## config.mk

```make
export PLATFORM = sky130hd
export DESIGN_NAME = axis_burst_packetizer
export DESIGN_NICKNAME = d
export VERILOG_FILES = /design/src/rtl/axis_burst_packetizer_pkg.sv /design/src/rtl/axis_burst_packetizer_skid.sv /design/src/rtl/axis_burst_packetizer.sv
export SDC_FILE = /design/constraint.sdc
export NUM_CORES = 2
export LEC_CHECK = 0
export CORE_AREA = 2 2 438 440
export DETAILED_ROUTE_END_ITERATION = 16
export DIE_AREA = 0 0 440 442
export HOLD_SLACK_MARGIN = 0.1
export PLACE_DENSITY = 0.41
export SLEW_MARGIN = 20
export SYNTH_ARGS = -nofsm -noshare
export SYNTH_HDL_FRONTEND = slang
export SYNTH_SLANG_ARGS = --single-unit
export TNS_END_PERCENT = 10
```

## constraint.sdc

```tcl
create_clock -name clk -period 2.5 [get_ports clk]
set_input_delay 0.375 -clock clk [delete_from_list [all_inputs] [get_ports clk]]
set_output_delay 0.375 -clock clk [all_outputs]
set_load 0.01 [all_outputs]
```

## src/rtl/axis_burst_packetizer_pkg.sv

```systemverilog
// ---------------------------------------------------------------------------
// axis_burst_packetizer_pkg
// Shared definitions for the burst packetizer:
//   state_e          - packetizer control state (IDLE, BURST)
//   cnt_width()      - bits needed to hold the values 0..max_val (minimum 1)
// ---------------------------------------------------------------------------
package axis_burst_packetizer_pkg;

    typedef enum logic {
        IDLE  = 1'b0,
        BURST = 1'b1
    } state_e;

    function automatic int unsigned cnt_width(input int unsigned max_val);
        return (max_val < 1) ? 1 : $clog2(max_val + 1);
    endfunction

endpackage

```

## src/rtl/axis_burst_packetizer_skid.sv

```systemverilog
// ---------------------------------------------------------------------------
// axis_skid_buffer
// Full-throughput 2-entry register slice for a valid/ready stream. The
// output register feeds the consumer; the skid register catches the one beat
// accepted while the consumer stalls. Input ready depends only on local
// state, so no combinational ready path crosses the slice.
// Ports:
//   clk, rst          - clock, synchronous active-high reset
//   s_data/s_valid    - upstream beat, s_ready back to upstream
//   m_data/m_valid    - downstream beat, m_ready from downstream
// ---------------------------------------------------------------------------
module axis_skid_buffer #(
    parameter int unsigned WIDTH = 8
) (
    input  logic             clk,
    input  logic             rst,
    input  logic [WIDTH-1:0] s_data,
    input  logic             s_valid,
    output logic             s_ready,
    output logic [WIDTH-1:0] m_data,
    output logic             m_valid,
    input  logic             m_ready
);

    logic             out_valid_q, out_valid_d;
    logic [WIDTH-1:0] out_data_q,  out_data_d;
    logic             skid_valid_q, skid_valid_d;
    logic [WIDTH-1:0] skid_data_q,  skid_data_d;
    logic             in_fire;

    assign s_ready = !skid_valid_q;
    assign in_fire = s_valid && !skid_valid_q;
    assign m_valid = out_valid_q;
    assign m_data  = out_data_q;

    always_comb begin
        out_valid_d  = out_valid_q;
        out_data_d   = out_data_q;
        skid_valid_d = skid_valid_q;
        skid_data_d  = skid_data_q;
        if (!out_valid_q || m_ready) begin
            // Output register frees up: the skid beat is older, so it goes first.
            if (skid_valid_q) begin
                out_valid_d  = 1'b1;
                out_data_d   = skid_data_q;
                skid_valid_d = 1'b0;
            end else if (in_fire) begin
                out_valid_d = 1'b1;
                out_data_d  = s_data;
            end else begin
                out_valid_d = 1'b0;
            end
        end else if (in_fire) begin
            skid_valid_d = 1'b1;
            skid_data_d  = s_data;
        end
    end

    always_ff @(posedge clk) begin
        if (rst) begin
            out_valid_q  <= 1'b0;
            out_data_q   <= '0;
            skid_valid_q <= 1'b0;
            skid_data_q  <= '0;
        end else begin
            out_valid_q  <= out_valid_d;
            out_data_q   <= out_data_d;
            skid_valid_q <= skid_valid_d;
            skid_data_q  <= skid_data_d;
        end
    end

endmodule

```

## src/rtl/axis_burst_packetizer.sv

```systemverilog
// ---------------------------------------------------------------------------
// axis_burst_packetizer
// Pops a streaming FIFO and re-emits its words as AXI-Stream packets with a
// real TLAST. Full BURST_LEN-beat packets start once the FIFO write count
// shows enough data; a residual short packet is forced by a timeout or by a
// flush request so data is never stranded.
// Ports:
//   clk, rst                    - clock, synchronous active-high reset
//   S_AXIS_TDATA/TVALID/TREADY  - FIFO master side (TREADY is the pop strobe)
//   fifo_count                  - FIFO write data count (may lag, never lead)
//   flush                       - single-cycle request to drain residual data
//   M_AXIS_TDATA/TKEEP/TLAST/TVALID/TREADY - packet output stream
//   busy                        - burst in progress or output slice occupied
//   pkt_count                   - completed packets, wraps modulo 2^32
// ---------------------------------------------------------------------------
module axis_burst_packetizer
    import axis_burst_packetizer_pkg::*;
#(
    parameter int unsigned TDATA_WIDTH    = 512,
    parameter int unsigned FIFO_DEPTH     = 512,
    parameter int unsigned BURST_LEN      = 16,
    parameter int unsigned TIMEOUT_CYCLES = 1024
) (
    input  logic                          clk,
    input  logic                          rst,
    input  logic [TDATA_WIDTH-1:0]        S_AXIS_TDATA,
    input  logic                          S_AXIS_TVALID,
    output logic                          S_AXIS_TREADY,
    input  logic [$clog2(FIFO_DEPTH):0]   fifo_count,
    input  logic                          flush,
    output logic [TDATA_WIDTH-1:0]        M_AXIS_TDATA,
    output logic [TDATA_WIDTH/8-1:0]      M_AXIS_TKEEP,
    output logic                          M_AXIS_TLAST,
    output logic                          M_AXIS_TVALID,
    input  logic                          M_AXIS_TREADY,
    output logic                          busy,
    output logic [31:0]                   pkt_count
);

    localparam int unsigned CNT_W = $clog2(FIFO_DEPTH) + 1;
    localparam int unsigned LEN_W = cnt_width(BURST_LEN);
    localparam int unsigned CMP_W = (CNT_W > LEN_W) ? CNT_W : LEN_W;
    localparam int unsigned TMR_W = $clog2(TIMEOUT_CYCLES);

    localparam logic [CMP_W-1:0] BURST_LEN_C = CMP_W'(BURST_LEN);
    localparam logic [LEN_W-1:0] BURST_LEN_L = LEN_W'(BURST_LEN);
    localparam logic [TMR_W-1:0] TMR_MAX     = TMR_W'(TIMEOUT_CYCLES - 1);

    state_e             state_q, state_d;
    logic [TMR_W-1:0]   timer_q, timer_d;
    logic [LEN_W-1:0]   beat_cnt_q, beat_cnt_d;
    logic [LEN_W-1:0]   len_q, len_d;
    logic               flush_pending_q, flush_pending_d;
    logic [31:0]        pkt_count_q, pkt_count_d;

    logic [CMP_W-1:0]   count_ext;
    logic               in_burst;
    logic               slice_s_ready;
    logic               s_fire;
    logic               last_beat;
    logic [TDATA_WIDTH:0] slice_out;

    assign count_ext = CMP_W'(fifo_count);
    assign in_burst  = (state_q == BURST);
    assign last_beat = (beat_cnt_q == len_q - LEN_W'(1));

    assign S_AXIS_TREADY = in_burst && slice_s_ready;
    assign s_fire        = S_AXIS_TVALID && S_AXIS_TREADY;

    axis_skid_buffer #(
        .WIDTH (TDATA_WIDTH + 1)
    ) u_slice (
        .clk     (clk),
        .rst     (rst),
        .s_data  ({last_beat, S_AXIS_TDATA}),
        .s_valid (S_AXIS_TVALID && in_burst),
        .s_ready (slice_s_ready),
        .m_data  (slice_out),
        .m_valid (M_AXIS_TVALID),
        .m_ready (M_AXIS_TREADY)
    );

    assign M_AXIS_TLAST = slice_out[TDATA_WIDTH];
    assign M_AXIS_TDATA = slice_out[TDATA_WIDTH-1:0];
    assign M_AXIS_TKEEP = '1;
    assign busy         = in_burst || M_AXIS_TVALID;
    assign pkt_count    = pkt_count_q;

    always_comb begin
        state_d         = state_q;
        timer_d         = timer_q;
        beat_cnt_d      = beat_cnt_q;
        len_d           = len_q;
        flush_pending_d = flush_pending_q;
        pkt_count_d     = pkt_count_q;

        if (M_AXIS_TVALID && M_AXIS_TREADY && M_AXIS_TLAST) begin
            pkt_count_d = pkt_count_q + 32'd1;
        end

        unique case (state_q)
            IDLE: begin
                if (count_ext >= BURST_LEN_C) begin
                    // A full burst does not consume a flush request: the
                    // request still applies to whatever remains afterwards.
                    len_d           = BURST_LEN_L;
                    state_d         = BURST;
                    timer_d         = '0;
                    flush_pending_d = flush_pending_q || flush;
                end else if (count_ext != '0 &&
                             (flush_pending_q || flush || timer_q == TMR_MAX)) begin
                    // count_ext < BURST_LEN here, so it fits in LEN_W bits.
                    len_d           = count_ext[LEN_W-1:0];
                    state_d         = BURST;
                    timer_d         = '0;
                    flush_pending_d = 1'b0;
                end else if (count_ext == '0) begin
                    timer_d         = '0;
                    flush_pending_d = 1'b0;
                end else if (timer_q != TMR_MAX) begin
                    timer_d = timer_q + TMR_W'(1);
                end
            end
            BURST: begin
                if (flush) begin
                    flush_pending_d = 1'b1;
                end
                if (s_fire) begin
                    if (last_beat) begin
                        beat_cnt_d = '0;
                        state_d    = IDLE;
                    end else begin
                        beat_cnt_d = beat_cnt_q + LEN_W'(1);
                    end
                end
            end
            default: state_d = IDLE;
        endcase
    end

    always_ff @(posedge clk) begin
        if (rst) begin
            state_q         <= IDLE;
            timer_q         <= '0;
            beat_cnt_q      <= '0;
            len_q           <= '0;
            flush_pending_q <= 1'b0;
            pkt_count_q     <= '0;
        end else begin
            state_q         <= state_d;
            timer_q         <= timer_d;
            beat_cnt_q      <= beat_cnt_d;
            len_q           <= len_d;
            flush_pending_q <= flush_pending_d;
            pkt_count_q     <= pkt_count_d;
        end
    end

endmodule
```

* After elaboration in Yosys (flattened, before gate mapping)
Cells that the tools add are included.
** Cells by class
- Add/sub/neg operators :: 4
- Order comparisons :: 1
- Equality and inequality tests :: 5
- Muxes and demuxes :: 21
- Bitwise gates (word level) :: 2
- Reductions and logical operators :: 25
** Operators with widths (number)
- 2-to-1 mux 513 bit :: 2
- 2-to-1 mux 10 bit :: 4
- adder 32 x 1 -> 32 bit (second input constant) :: 1
- 2-to-1 mux 5 bit :: 3
- AND reduction 2 bit :: 6
- adder 10 x 1 -> 10 bit (second input constant) :: 1
- equality test 10 bit (second input constant) :: 1
- >= comparator 10 x 5 -> 1 bit (second input constant) :: 1
- zero test 10 bit :: 1
- 2-to-1 mux 1 bit :: 10
- != test 10 bit (second input constant) :: 1
- nonzero test 10 bit :: 1
- logical AND 1 bit :: 7
- adder 5 x 1 -> 5 bit (second input constant) :: 1
- equality test 5 bit :: 1
- subtractor 5 x 1 -> 5 bit (second input constant) :: 1
- logical OR 1 bit :: 4
- != test 4 bit (second input constant) :: 1
- one-hot mux 1 bit (2 select lines) :: 2
- nonzero test 2 bit :: 2
- nonzero test 4 bit :: 1
- zero test 1 bit :: 2
- != test 2 bit (second input constant) :: 1
- NOT 1 bit :: 2
- OR reduction 2 bit :: 1
** Storage, ports and cells
- Register bits after elaboration :: 1082
- Input port bits :: 527
- Output and inout port bits :: 612
- Word-level logic and storage cells :: 68

* Depth between registers and ports, before layout
- Word-level depth :: 6
- Depth in mapped cells :: 8
- Gate-level depth less buffers :: 7

* By module
Synthesis repeated with hierarchy kept, for this count alone.
** Second synthesis, totals
- Cells, all modules :: 4937
- Area total of the unflattened synthesis :: 46300.7 um2
** Modules (own cells, without submodules)
- axis_skid_buffer :: instances 1, cells each 4572, area an instance 43235.2 um2
- axis_burst_packetizer :: instances 1, cells each 365, area an instance 3065.4 um2

* Least setup slack after synthesis
No wires, ideal clock.
- Kind :: register -> register
- Start point :: register pkt_count_q[0] (netlist: pkt_count[0])
- End point :: register pkt_count_q[30] (netlist: pkt_count[30])
- Setup time :: 128 ps
- Arrival time :: 1811 ps
- Required time :: 2372 ps
- Setup slack :: 562 ps
- Cell stages (with the launch flop) :: 8
- Clock period less this slack :: 1938 ps
- Path through :: dfxtp_1 ha_1 nand4_1 or4_4 buf_6 nor4_4 xnor2_1 nor2_1
** Between the ends
- Longest elaborated chain between the ends :: 1
** Ends and longest elaborated chain
- from (decl) :: RTL line axis_burst_packetizer.sv:54 : logic [31:0] pkt_count_q, pkt_count_d;
- from (signal assigned) :: RTL line axis_burst_packetizer.sv:155 : pkt_count_q <= pkt_count_d;
- adder 32 x 1 -> 32 bit :: RTL line axis_burst_packetizer.sv:98 : pkt_count_d = pkt_count_q + 32'd1;
Every way passes these cells.
A chain may end at the register's enable or synchronous reset.

* Final worst setup path
- Start point :: register u_slice.out_valid_q (netlist: u_slice.m_valid)
- End point :: output M_AXIS_TVALID
** RTL lines
- from (decl) :: RTL line axis_burst_packetizer_skid.sv:25 : logic out_valid_q, out_valid_d;
- from (signal assigned) :: RTL line axis_burst_packetizer_skid.sv:66 : out_valid_q <= out_valid_d;
- to (decl) :: RTL line axis_burst_packetizer.sv:34 : output logic M_AXIS_TVALID,
No word-level cell between the ends.

==> impl_metrics.yaml <==
status:
  status: "finished clean"
timing:
  worstMarginPinSlew_ps: 804
  maxSlewHeadroom_pct: 46.4
  clock.fmax_mhz: 413
  finClkSkew_ps: 13.5
  hold_viol: 0
  final_max_slew_viol_count: 0
  layout_worst_path_cycle_share_pct: 96.9
  setup_viol: 0
  rsz0062_at_grt: "no"
  layout_min_cycle_time_ps: 2420
  postLayoutSetupSlackWorst_ps: 78.5
worst_setup_path:
  required_ps: 2120
  worstSetupPathType: "flop to primary output"
  max_stage_delay_ps: 770
  crit_buf_inv: 1
  ff2ff_path_depth: 8
  end_kind: "primary output"
  r2r-start: "timer_q[0]$_SDFFE_PP0P_"
  r2r_setup_slack_ps: 160
  cp_max_fo: 7
  cp_slowest_cell: "clkdlybuf4s50_1"
  crit_path_start_kind: "flop"
  cp_cell_sequence: "clkdlybuf4s50_1"
  crit_family: "buffers and inverters"
  r2r_end: "len_q[1]$_SDFFE_PP0P_"
  cp.arrival_ps: 2050
cts:
  cts_setup_buffers: 0
  clock-sinks: 1082
  cts_made_buffers: 137
  clockRootBuffer: "clkbuf_16"
  htreeDepth: 4
  clock_path_buffers: 3
  cts_tree: "done"
  cts.reportedPaths.clkPinSlew_ps: 60
  insertion_delay_ps: 780
pwr:
  ir_drop_v: 0.000486
  power.leakage_nw: 20.0
  combPwrFrac_pct: 11.8
  cell_internal_pwr_mw: 31.9
  power_density_mw_per_mm2: 698
  power_frac_seq_pct: 42.7
  netSwitchingPower_mw: 11.0
  p_clk_share_pct: 45.5
  switching_share_pct: 25.6
  power.total_mw: 42.9
drt:
  wirelength_um: 174000
  drc_errors: 0
  route.vias.total: 37500
  drt-wirelength-per-cell_um: 20.4
  drt_iter0_markers: 1679
  antenna_left: 0
  dr.pass1.iters: 5
  viasPerCell: 4.41
synth:
  yosys_warnings: 0
  synth_top_cell_by_area: "dfxtp_1"
  synthCells: 4903
  synth_area_sq_mm: 0.0428
  synthTopCellsByArea: "dfxtp_1, mux2i_1, nand2_1"
  synth-edff-count: 0
  synth_top_area_share_pct: 50.6
  syn_area_per_cell_sq_um: 8.73
  synth_ff_type: "dfxtp_1"
  ys_seq_area_share_pct: 50.6
  synth_seq_cells: 1082
  async_flop_share_pct: 0
  synth_cell_types: 50
final_layout:
  register_area_sq_mm: 0.0217
  final_layout_size_suffix_gt1_share_pct: 6.48
  layout_commonest_cell: "dfxtp_1"
  area_growth_pct: 43.6
  final_core_util_pct: 32.4
  nFillCells: 19800
  nets: 6416
  multi_input_comb_area_sq_mm: 0.0192
  layout_common_cells: "dfxtp_1, clkdlybuf4s50_1, nand2_1, nor2_1, a21oi_1"
floorplanning:
  die_x_um: 440
  row_count: 160
  ios: 1139
  dieHeight_um: 442
  floorplan.initialDensity_pct: 22.6
  die_area_sq_mm: 0.194
  coreArea_sq_mm: 0.190
placed_design:
  pre_cts_slack_ps: -202
  io_buffers: 1074
  place.gp.congestion: 0.818
  dpl.hpwl_um: 125000
global_routing:
  grt_overflow: 0
  grt_max_degree: 111
  grt_pass1_wl_um: 248000
  antenna_found_initial: 40
  grt_usage_pct: 17.1
  grt_pass1_vias: 34900
hold_path:
  holdPathStages: 3
  hp-class: "input pin to flop"
  min_to: "u_slice.skid_data_q[430]$_SDFFE_PP0P_"
  min_from: "S_AXIS_TDATA[430]"
run:
  cap_violations: 0
-- metrics by stage --
stage / area (sq um) / setup TNS [ps] / hold WS (ps) / instances
final: 61500 / 0 / 165 / 8498
after global routing: 61500 / 0 / 118 / 8495
after CTS: 61400 / 0 / 100 / 8484
after detailed placement: 56900 / -1950 / 446 / 8236
after global placement: 56900 / -2600 / 439 / 8236
after floorplan: 43100 / 0 / 436 / 4966
-- cells by family after synthesis --
group	share of synthesized area, %
compound gates	15.7
xor+xnor	0.614
fa+ha+maj	0.117
buf+inv	5.29
flops	50.6
mux	12.0
other cells	0.00876
simple gates	15.7
-- flip-flops by register name, summed over array words and instances, names as in the netlist --
signal / count
timer_q: 10
pkt_count: 32
flush_pending_q: 1
u_slice.skid_data_q: 513
u_slice.skid_valid_q: 1
len_q: 5
in_burst: 1
u_slice.m_valid: 1
beat_cnt_q: 5
u_slice.m_data: 513
-- cell usage after synthesis, types with 2 or more instances --
library cell / n
a211oi_1: 512
a21oi_1: 529
a22oi_1: 6
a31oi_1: 9
and3_1: 3
and4_1: 4
buf_1: 25
buf_2: 156
buf_4: 64
buf_6: 2
clkbuf_1: 230
dfxtp_1: 1082
ha_1: 4
inv_1: 6
mux2i_1: 514
nand2_1: 1061
nand3_1: 25
nand3b_1: 2
nand4_1: 8
nor2_1: 555
nor2b_1: 3
nor3_1: 16
nor4_1: 7
o21ai_0: 11
o31ai_1: 2
or2_2: 5
or3_1: 10
or3_2: 2
xnor2_1: 21
xor2_1: 9
-- repair_timing --
action / CTS / global route
hold buffers: 21 / 0
resized for setup: 4 / 2
endpoints found under the hold margin: 49 / 0
endpoints found under the setup margin: 4 / 3
-- final cells by class --
| class | instances | share of cell area [%] |
|---|---|---|
| clock inverters | 29 | 0.521 |
| diodes | 14 | 0.0570 |
| well taps | 2511 | 5.11 |
| multi-input cells | 3401 | 31.2 |
| repair buffers | 1257 | 21.3 |
| flip-flops and latches | 1082 | 35.2 |
| inverters | 6 | 0.0366 |
| clock buffers | 198 | 6.57 |
-- power by group through the flow --
| stage | clock network [mW] | logic [mW] | registers (mW) |
|---|---|---|---|
| after detailed placement | 0 | 5.10 | 18.7 |
| final | 19.5 | 5.06 | 18.3 |
| after global routing | 20.9 | 5.46 | 18.4 |
| after global placement | 0 | 5.08 | 18.7 |
| after floorplan | 0 | 1.75 | 18.9 |
| after CTS | 20.2 | 5.15 | 18.4 |
-- worst max-delay path by stage --
stage                                 end                    startpoint  slack, ps  depth (start not counted)
3_5_place_dp      timer_q[5]$_SDFFE_PP0P_                 fifo_count[9]       -200                          7
3_3_place_gp      timer_q[5]$_SDFFE_PP0P_                 fifo_count[9]       -250                          7
2_1_floorplan  pkt_count[30]$_SDFFE_PP0P_     pkt_count[0]$_SDFFE_PP0P_        560                          7
4_1_cts             len_q[1]$_SDFFE_PP0P_       timer_q[0]$_SDFFE_PP0P_         10                          8
5_1_grt             len_q[1]$_SDFFE_PP0P_       timer_q[0]$_SDFFE_PP0P_         20                          8
6_report                    M_AXIS_TVALID  u_slice.m_valid$_SDFFE_PP0P_         80                          1
-- layer usage --
layer | vias to the layer above | global-route usage, % | part of all wire, %
met5 | - | 0 | 0.10
met1 | 17700 | 20.1 | 41
met3 | 261 | 4.88 | 6.1
met2 | 830 | 29.4 | 49
met4 | 26 | 6.09 | 3.2
li1 | 18700 | - | -
(Power assumes the default switching activity.)
